$ cat src/rtl/drone_pkg.sv
// Shared constants and helpers for the drone game datapath.
// Contents: default map/timer sizes, the register width helper and the
// seletor-to-lives mapping used by the configuration register.
package drone_pkg;

  localparam int unsigned N_LINHAS_PADRAO  = 4;
  localparam int unsigned N_COLUNAS_PADRAO = 16;
  localparam int unsigned T_LENTO_PADRAO   = 50_000_000;
  localparam int unsigned T_RAPIDO_PADRAO  = 25_000_000;

  // Width needed to index 0..n-1; never narrower than one bit.
  function automatic int unsigned largura(input int unsigned n);
    return (n > 1) ? $clog2(n) : 1;
  endfunction

  function automatic int unsigned largura_linha(input int unsigned n_linhas);
    return largura(n_linhas);
  endfunction

  function automatic int unsigned largura_coluna(input int unsigned n_colunas);
    return largura(n_colunas);
  endfunction

  // Selector 0 would mean a game with no lives, so it is promoted to 1.
  function automatic logic [1:0] vidas_de_seletor(input logic [1:0] sel);
    return (sel == 2'd0) ? 2'd1 : sel;
  endfunction

endpackage

$ cat src/rtl/drone_fluxo_dados_mapa.sv
// drone_mapa_rom: fixed obstacle map, one N_LINHAS-bit mask per column.
// Ports:
//   coluna_i     - map column being displayed/checked
//   obstaculos_o - obstacle mask of that column, bit r = obstacle on row r
module drone_mapa_rom
  import drone_pkg::*;
#(
  parameter int unsigned N_LINHAS  = N_LINHAS_PADRAO,
  parameter int unsigned N_COLUNAS = N_COLUNAS_PADRAO
) (
  input  logic [largura_coluna(N_COLUNAS)-1:0] coluna_i,
  output logic [N_LINHAS-1:0]                  obstaculos_o
);

  logic [3:0] base;

  always_comb begin
    case (int'(coluna_i))
      3:       base = 4'b0100;
      5:       base = 4'b0001;
      default: base = 4'b0000;
    endcase
    // Map is authored for four rows; extra rows are obstacle-free.
    obstaculos_o = '0;
    for (int i = 0; i < int'(N_LINHAS); i++) begin
      if (i < 4) obstaculos_o[i] = base[i[1:0]];
    end
  end

endmodule

$ cat src/rtl/drone_fluxo_dados.sv
// drone_fluxo_dados: datapath of the drone game. Executes controller strobes
// and returns the status flags fim_espera, fim_mapa and colisao.
// Inputs : clock, reset (async, active-high), control strobes (zeraPosicoes,
//          contaT, zeraT, escolhe_modo, escolhe_vida, move_drone,
//          desloca_horizontal, resetaVidas), raw buttons, seletor.
// Outputs: status flags, linha, coluna, vidas, modo_rapido, obstaculos.
// Build option: DRONE_SINCRONIZA_BOTOES_EN adds a two-flop synchronizer on
// the buttons before edge detection (button-to-move latency 2 -> 4 cycles).
module drone_fluxo_dados
  import drone_pkg::*;
#(
  parameter int unsigned N_LINHAS  = N_LINHAS_PADRAO,
  parameter int unsigned N_COLUNAS = N_COLUNAS_PADRAO,
  parameter int unsigned T_LENTO   = T_LENTO_PADRAO,
  parameter int unsigned T_RAPIDO  = T_RAPIDO_PADRAO
) (
  input  logic                                 clock,
  input  logic                                 reset,
  input  logic                                 zeraPosicoes,
  input  logic                                 contaT,
  input  logic                                 zeraT,
  input  logic                                 escolhe_modo,
  input  logic                                 escolhe_vida,
  input  logic                                 move_drone,
  input  logic                                 desloca_horizontal,
  input  logic                                 resetaVidas,
  input  logic                                 botao_cima,
  input  logic                                 botao_baixo,
  input  logic [1:0]                           seletor,
  output logic                                 fim_espera,
  output logic                                 fim_mapa,
  output logic                                 colisao,
  output logic [largura_linha(N_LINHAS)-1:0]   linha,
  output logic [largura_coluna(N_COLUNAS)-1:0] coluna,
  output logic [1:0]                           vidas,
  output logic                                 modo_rapido,
  output logic [N_LINHAS-1:0]                  obstaculos
);

  localparam int unsigned LW    = largura_linha(N_LINHAS);
  localparam int unsigned CW    = largura_coluna(N_COLUNAS);
  localparam int unsigned T_MAX = (T_LENTO > T_RAPIDO) ? T_LENTO : T_RAPIDO;
  localparam int unsigned TW    = largura(T_MAX);

  logic          modo_q, modo_d;
  logic [1:0]    cfg_q, cfg_d;
  logic [TW-1:0] t_q, t_d;
  logic [CW-1:0] col_q, col_d;
  logic [LW-1:0] lin_q, lin_d;
  logic [1:0]    vid_q, vid_d;
  logic          checa_q;
  logic          cima_prev_q, baixo_prev_q;
  logic          cima_edge_q, baixo_edge_q;
  logic          cima_s, baixo_s;
  logic [TW-1:0] lim_m1;
  logic          acerto;

`ifdef DRONE_SINCRONIZA_BOTOES_EN
  logic [1:0] cima_sync_q, baixo_sync_q;

  always_ff @(posedge clock or posedge reset) begin
    if (reset) begin
      cima_sync_q  <= '0;
      baixo_sync_q <= '0;
    end else begin
      cima_sync_q  <= {cima_sync_q[0], botao_cima};
      baixo_sync_q <= {baixo_sync_q[0], botao_baixo};
    end
  end

  assign cima_s  = cima_sync_q[1];
  assign baixo_s = baixo_sync_q[1];
`else
  assign cima_s  = botao_cima;
  assign baixo_s = botao_baixo;
`endif

  drone_mapa_rom #(
    .N_LINHAS  (N_LINHAS),
    .N_COLUNAS (N_COLUNAS)
  ) u_mapa (
    .coluna_i     (col_q),
    .obstaculos_o (obstaculos)
  );

  assign lim_m1 = modo_q ? TW'(T_RAPIDO - 1) : TW'(T_LENTO - 1);
  assign acerto = obstaculos[lin_q];

  always_comb begin
    modo_d = escolhe_modo ? seletor[0] : modo_q;
    cfg_d  = escolhe_vida ? vidas_de_seletor(seletor) : cfg_q;

    t_d = t_q;
    if (zeraT) t_d = '0;
    else if (contaT && (t_q < lim_m1)) t_d = t_q + TW'(1);

    col_d = col_q;
    if (zeraPosicoes) col_d = '0;
    else if (desloca_horizontal && (col_q != CW'(N_COLUNAS - 1))) col_d = col_q + CW'(1);

    // Simultaneous up and down edges cancel out.
    lin_d = lin_q;
    if (zeraPosicoes) begin
      lin_d = LW'(N_LINHAS / 2);
    end else if (move_drone && (cima_edge_q != baixo_edge_q)) begin
      if (cima_edge_q && (lin_q != '0)) lin_d = lin_q - LW'(1);
      else if (baixo_edge_q && (lin_q != LW'(N_LINHAS - 1))) lin_d = lin_q + LW'(1);
    end

    // Lives are intentionally not reloaded by zeraPosicoes.
    vid_d = vid_q;
    if (resetaVidas) vid_d = cfg_q;
    else if (checa_q && acerto && (vid_q != 2'd0)) vid_d = vid_q - 2'd1;
  end

  always_ff @(posedge clock or posedge reset) begin
    if (reset) begin
      modo_q       <= 1'b0;
      cfg_q        <= 2'd3;
      t_q          <= '0;
      col_q        <= '0;
      lin_q        <= LW'(N_LINHAS / 2);
      vid_q        <= 2'd3;
      checa_q      <= 1'b0;
      cima_prev_q  <= 1'b0;
      baixo_prev_q <= 1'b0;
      cima_edge_q  <= 1'b0;
      baixo_edge_q <= 1'b0;
    end else begin
      modo_q       <= modo_d;
      cfg_q        <= cfg_d;
      t_q          <= t_d;
      col_q        <= col_d;
      lin_q        <= lin_d;
      vid_q        <= vid_d;
      checa_q      <= desloca_horizontal;
      cima_prev_q  <= cima_s;
      baixo_prev_q <= baixo_s;
      cima_edge_q  <= cima_s & ~cima_prev_q;
      baixo_edge_q <= baixo_s & ~baixo_prev_q;
    end
  end

  assign fim_espera  = contaT && (t_q == lim_m1);
  assign fim_mapa    = (col_q == CW'(N_COLUNAS - 1));
  // Uses the pre-decrement lives: the last life lost is the fatal one.
  assign colisao     = checa_q && acerto && (vid_q <= 2'd1);
  assign linha       = lin_q;
  assign coluna      = col_q;
  assign vidas       = vid_q;
  assign modo_rapido = modo_q;

endmodule

$ cat config.mk
export PLATFORM = sky130hd
export DESIGN_NAME = drone_fluxo_dados
export DESIGN_NICKNAME = d
export VERILOG_FILES = /design/src/rtl/drone_pkg.sv /design/src/rtl/drone_fluxo_dados_mapa.sv /design/src/rtl/drone_fluxo_dados.sv
export SDC_FILE = /design/constraint.sdc
export NUM_CORES = 1
export LEC_CHECK = 0
export CORE_ASPECT_RATIO = 1.4
export CORE_MARGIN = 10
export CORE_UTILIZATION = 45
export DETAILED_ROUTE_END_ITERATION = 16
export PLACE_DENSITY = 0.68
export SLEW_MARGIN = 10
export SYNTH_ARGS = -nofsm -noshare
export SYNTH_HDL_FRONTEND = slang
export SYNTH_SLANG_ARGS = --single-unit
$ cat constraint.sdc
create_clock -name clock -period 2.26 [get_ports clock]
set_input_delay 0.452 -clock clock [delete_from_list [all_inputs] [get_ports clock]]
set_output_delay 0.452 -clock clock [all_outputs]
set_load 0.02 [all_outputs]
==> results of run 1 <==
==> cells by family (layout without fill, tap and decap cells) <==
kind of cell / after synthesis / after routing
compound gates: 34 / 34
xor+xnor: 22 / 22
fa+ha+maj: 14 / 14
buf+inv: 20 / 101
flops: 42 / 42
mux: 3 / 3
other cells: 1 / 2
simple gates: 122 / 122
==> power breakdown <==
group	leakage [nW]	internal [mW]	switching (mW)	total (mW)
clock network	0.0472	0.246	0.258	0.504
registers	0.553	0.785	0.0231	0.808
logic	0.916	0.153	0.148	0.302
==> worst max path at each step <==
stage / endpoint / slack [ns] / cells after the start
finish: t_q[19] / -0.20 / 12
global route: t_q[19] / -0.27 / 12
CTS: t_q[21] / -0.15 / 11
detailed placement: fim_espera / -0.25 / 7
global placement: fim_espera / -0.19 / 7
floorplan: t_q[15] / 0.0004 / 9
==> worst max-delay path: cells and delay by family (launching register included) <==
family | cells | cell delay (ns)
flip-flops | 1 | 0.44
AND/OR/NAND/NOR | 4 | 0.59
buffers and inverters | 5 | 0.65
AO/OA/AOI/OAI | 2 | 0.49
adder cells (fa/ha/maj) | 1 | 0.20
==> what timing repair did <==
item | in CTS | in global routing
gates cloned | 0 | 2
setup endpoints to repair | 23 | 28
hold buffers | 0 | 0
resized for setup | 23 | 26
pin swaps | 8 | 21
setup buffers | 8 | 4
==> cell type report <==
| class | instances | share of cell area [%] |
|---|---|---|
| Clock buffer | 6 | 2.365 |
| Clock inverter | 2 | 0.3583 |
| Inverter | 10 | 1.147 |
| Multi-Input combinational cell | 197 | 43.10 |
| Sequential cell | 42 | 30.31 |
| Tap cell | 66 | 2.365 |
| Timing Repair Buffer | 83 | 20.35 |
==> registers in the layout, indices dropped and copies added (netlist names) <==
register      count
vidas             2
checa_q           1
cima_prev_q       1
baixo_prev_q      1
cfg_q             2
coluna            4
linha             2
cima_edge_q       1
baixo_edge_q      1
t_q              26
modo_rapido       1
==> metrics by stage <==
step / cell area [um^2] / utilization [%] / setup TNS, ns / worst slack [ns] / hold slack [ns]
CTS: 3319 / 63.39 / -1.335 / -0.1490 / 0.4077
floorplan: 2496 / - / 0 / 0.0004106 / 0.3777
finish: 3492 / 66.69 / -1.623 / -0.2009 / 0.4005
detailed placement: 3105 / 59.31 / -2.184 / -0.2466 / 0.3959
global placement: 3105 / 59.31 / -1.071 / -0.1897 / 0.3838
global route: 3492 / 66.69 / -3.380 / -0.2721 / 0.4150
==> per-layer routing <==
metal	track usage (%)	part of all wire, %	vias to the layer above
li1	-	-	1069
met1	15.00	37	1056
met2	24.92	54	58
met3	3.595	6.2	17
met4	4.878	3.1	0
met5	0	0	-
==> cells in the final DEF (no fill, tap or decap), types with 11 or more instances in the layout <==
master	count
buf_4	51
dfrtp_1	36
nor2_1	28
clkdlybuf4s50_1	24
xor2_1	19
nand2_1	16
nand4_1	14
and3_1	12
nand3_1	11
==> metrics, run 1 <==
Slew headroom=64.49%; total global-route track usage=13.90%; Post-synth EDFFs=0; drt wl/cell=16.13 um; Worst Tran Pin Value=0.5326 ns; crit path launch=modo_rapido; CTS tree=built; first-pass GRT wire length=9.818 mm; Worst Setup Start Kind=flip-flop; RSZ-0062 raised after global routing=yes; num ports=30; most frequent cell after synthesis=dfrtp_1; Yosys top cell by area=dfrtp_1; CTS Root Cell=clkbuf_8; #FFs+latches synth=42; maxcap violations=0; Initial Utilization=46.81%; final std cells w/o fill=406; flop-to-flop setup slack=-0.20 ns; failing checks=setup timing; clk_lat worst skew=0.29 ns; standard-cell rows=31; Nets=367; P&R area growth vs syn=42.47%; worst r2r path cells=12; vias in the first global route=2173; FF/Latch Area=0.001059 mm^2; Mean Syn Cell Area=9.500 um^2; Chip Height=107.3 um; Max FO, Critical Path=6; Worst Min Path Start=cima_prev_q; asr flop ratio synth=100.0%; Most Frequent Cell on Critical Path=buf_6; Min-Delay Endpoint=cima_edge_q; status=finished, violations left; die width=82.38 um; top cells by area, synth=dfrtp_1 38%, ha_1 7.1%, xor2_1 6.8%; WP data arrival=2.68 ns; Worst EP required=2.48 ns; Pwr Density=462.0 mW/mm^2; Worst Hold Path Cells=1; post-synth top area share=37.77%; most frequent cells after synthesis=37 x dfrtp_1, 29 x nor2_1, 19 x xor2_1, 17 x nand3_1, 16 x nand2_1; Multi-input gate area=0.001505 mm^2; fin worst setup slack=-0.2009 ns; largest family of logic cells by synthesized area=simple AND/OR/NAND/NOR gates; Final Hold Fails=0; Adder-Cell Fraction of Synth Area=7.147%; CTS sink cnt=42; core area=0.005236 mm^2; Slowest-stage cell, CP=dfrtp_2; Max Clk Rate=406.4 MHz; Placed Cells=384; Yosys cell types=48; period utilization=108.9%; Synth Area in XOR/XNOR=7.861%; H-Tree Depth=2; Worst path max stage delay=0.44 ns; mux contribution to synthesized area=1.378%; reg2reg end=t_q[19]; Clock transition at path regs=0.08 ns; wirelength, routed=6.548 mm; VDD IR max=0.0003613 V; number of diodes=0; Leakage=1.516 nW; RePlAce Congestion=0.8880; Routed Antenna Nets=0; largest net degree at the start of global routing=43; Mapped Cells=258; complex-gate fraction of the synthesized area=8.831%; router iterations before antenna repair=4; port bufs=27; crit end category=flip-flop; CTS max path bufs=2; YS warnings=0; hold crit path type=flip-flop to flip-flop; cell chain of the critical path=inv_4 > buf_6 > ha_4 > nand3_4 > nor3_4 > buf_6 > a2111oi_4 > buf_4 > buf_6 > nand4_4 > or3_1 > a21oi_1; vias post-DR=2200; sequential element share of the synthesized area=43.13%; die footprint=0.008841 mm^2; initial antenna violation count=0; Clock Skews=0.006399 ns; Synth Flop Type=dfrtp_1; fin crit period=2.461 ns; share of layout cells above drive strength 1=32.94%; vias per cell=5.419; R2R Path Start=modo_rapido; mapped cell area=0.002451 mm^2; Synth Area in Simple Gates=27.57%; Remaining DRCs=0; total power=1.613 mW; WS Path Type=flip-flop to flip-flop; Post-DP HPWL=4.433 mm; Slew Limit Fails=0; drt initial violations=117; grt total ovfl=0; Layout fillers=437; Final Setup Violations=21; Num CTS Buffers=5
No activity file was read; power rests on OpenSTA's default activity.
==> run 2: changes to the inputs <==
--- a/config.mk
+++ b/config.mk
@@ -8,6 +8,7 @@
 export CORE_ASPECT_RATIO = 1.4
 export CORE_MARGIN = 10
 export CORE_UTILIZATION = 45
+export CTS_BUF_LIST = sky130_fd_sc_hd__clkbuf_8
 export DETAILED_ROUTE_END_ITERATION = 16
 export PLACE_DENSITY = 0.68
 export SLEW_MARGIN = 10
==> results of run 2 <==
Final layout, timing and power as in run 1 (identical DEF).
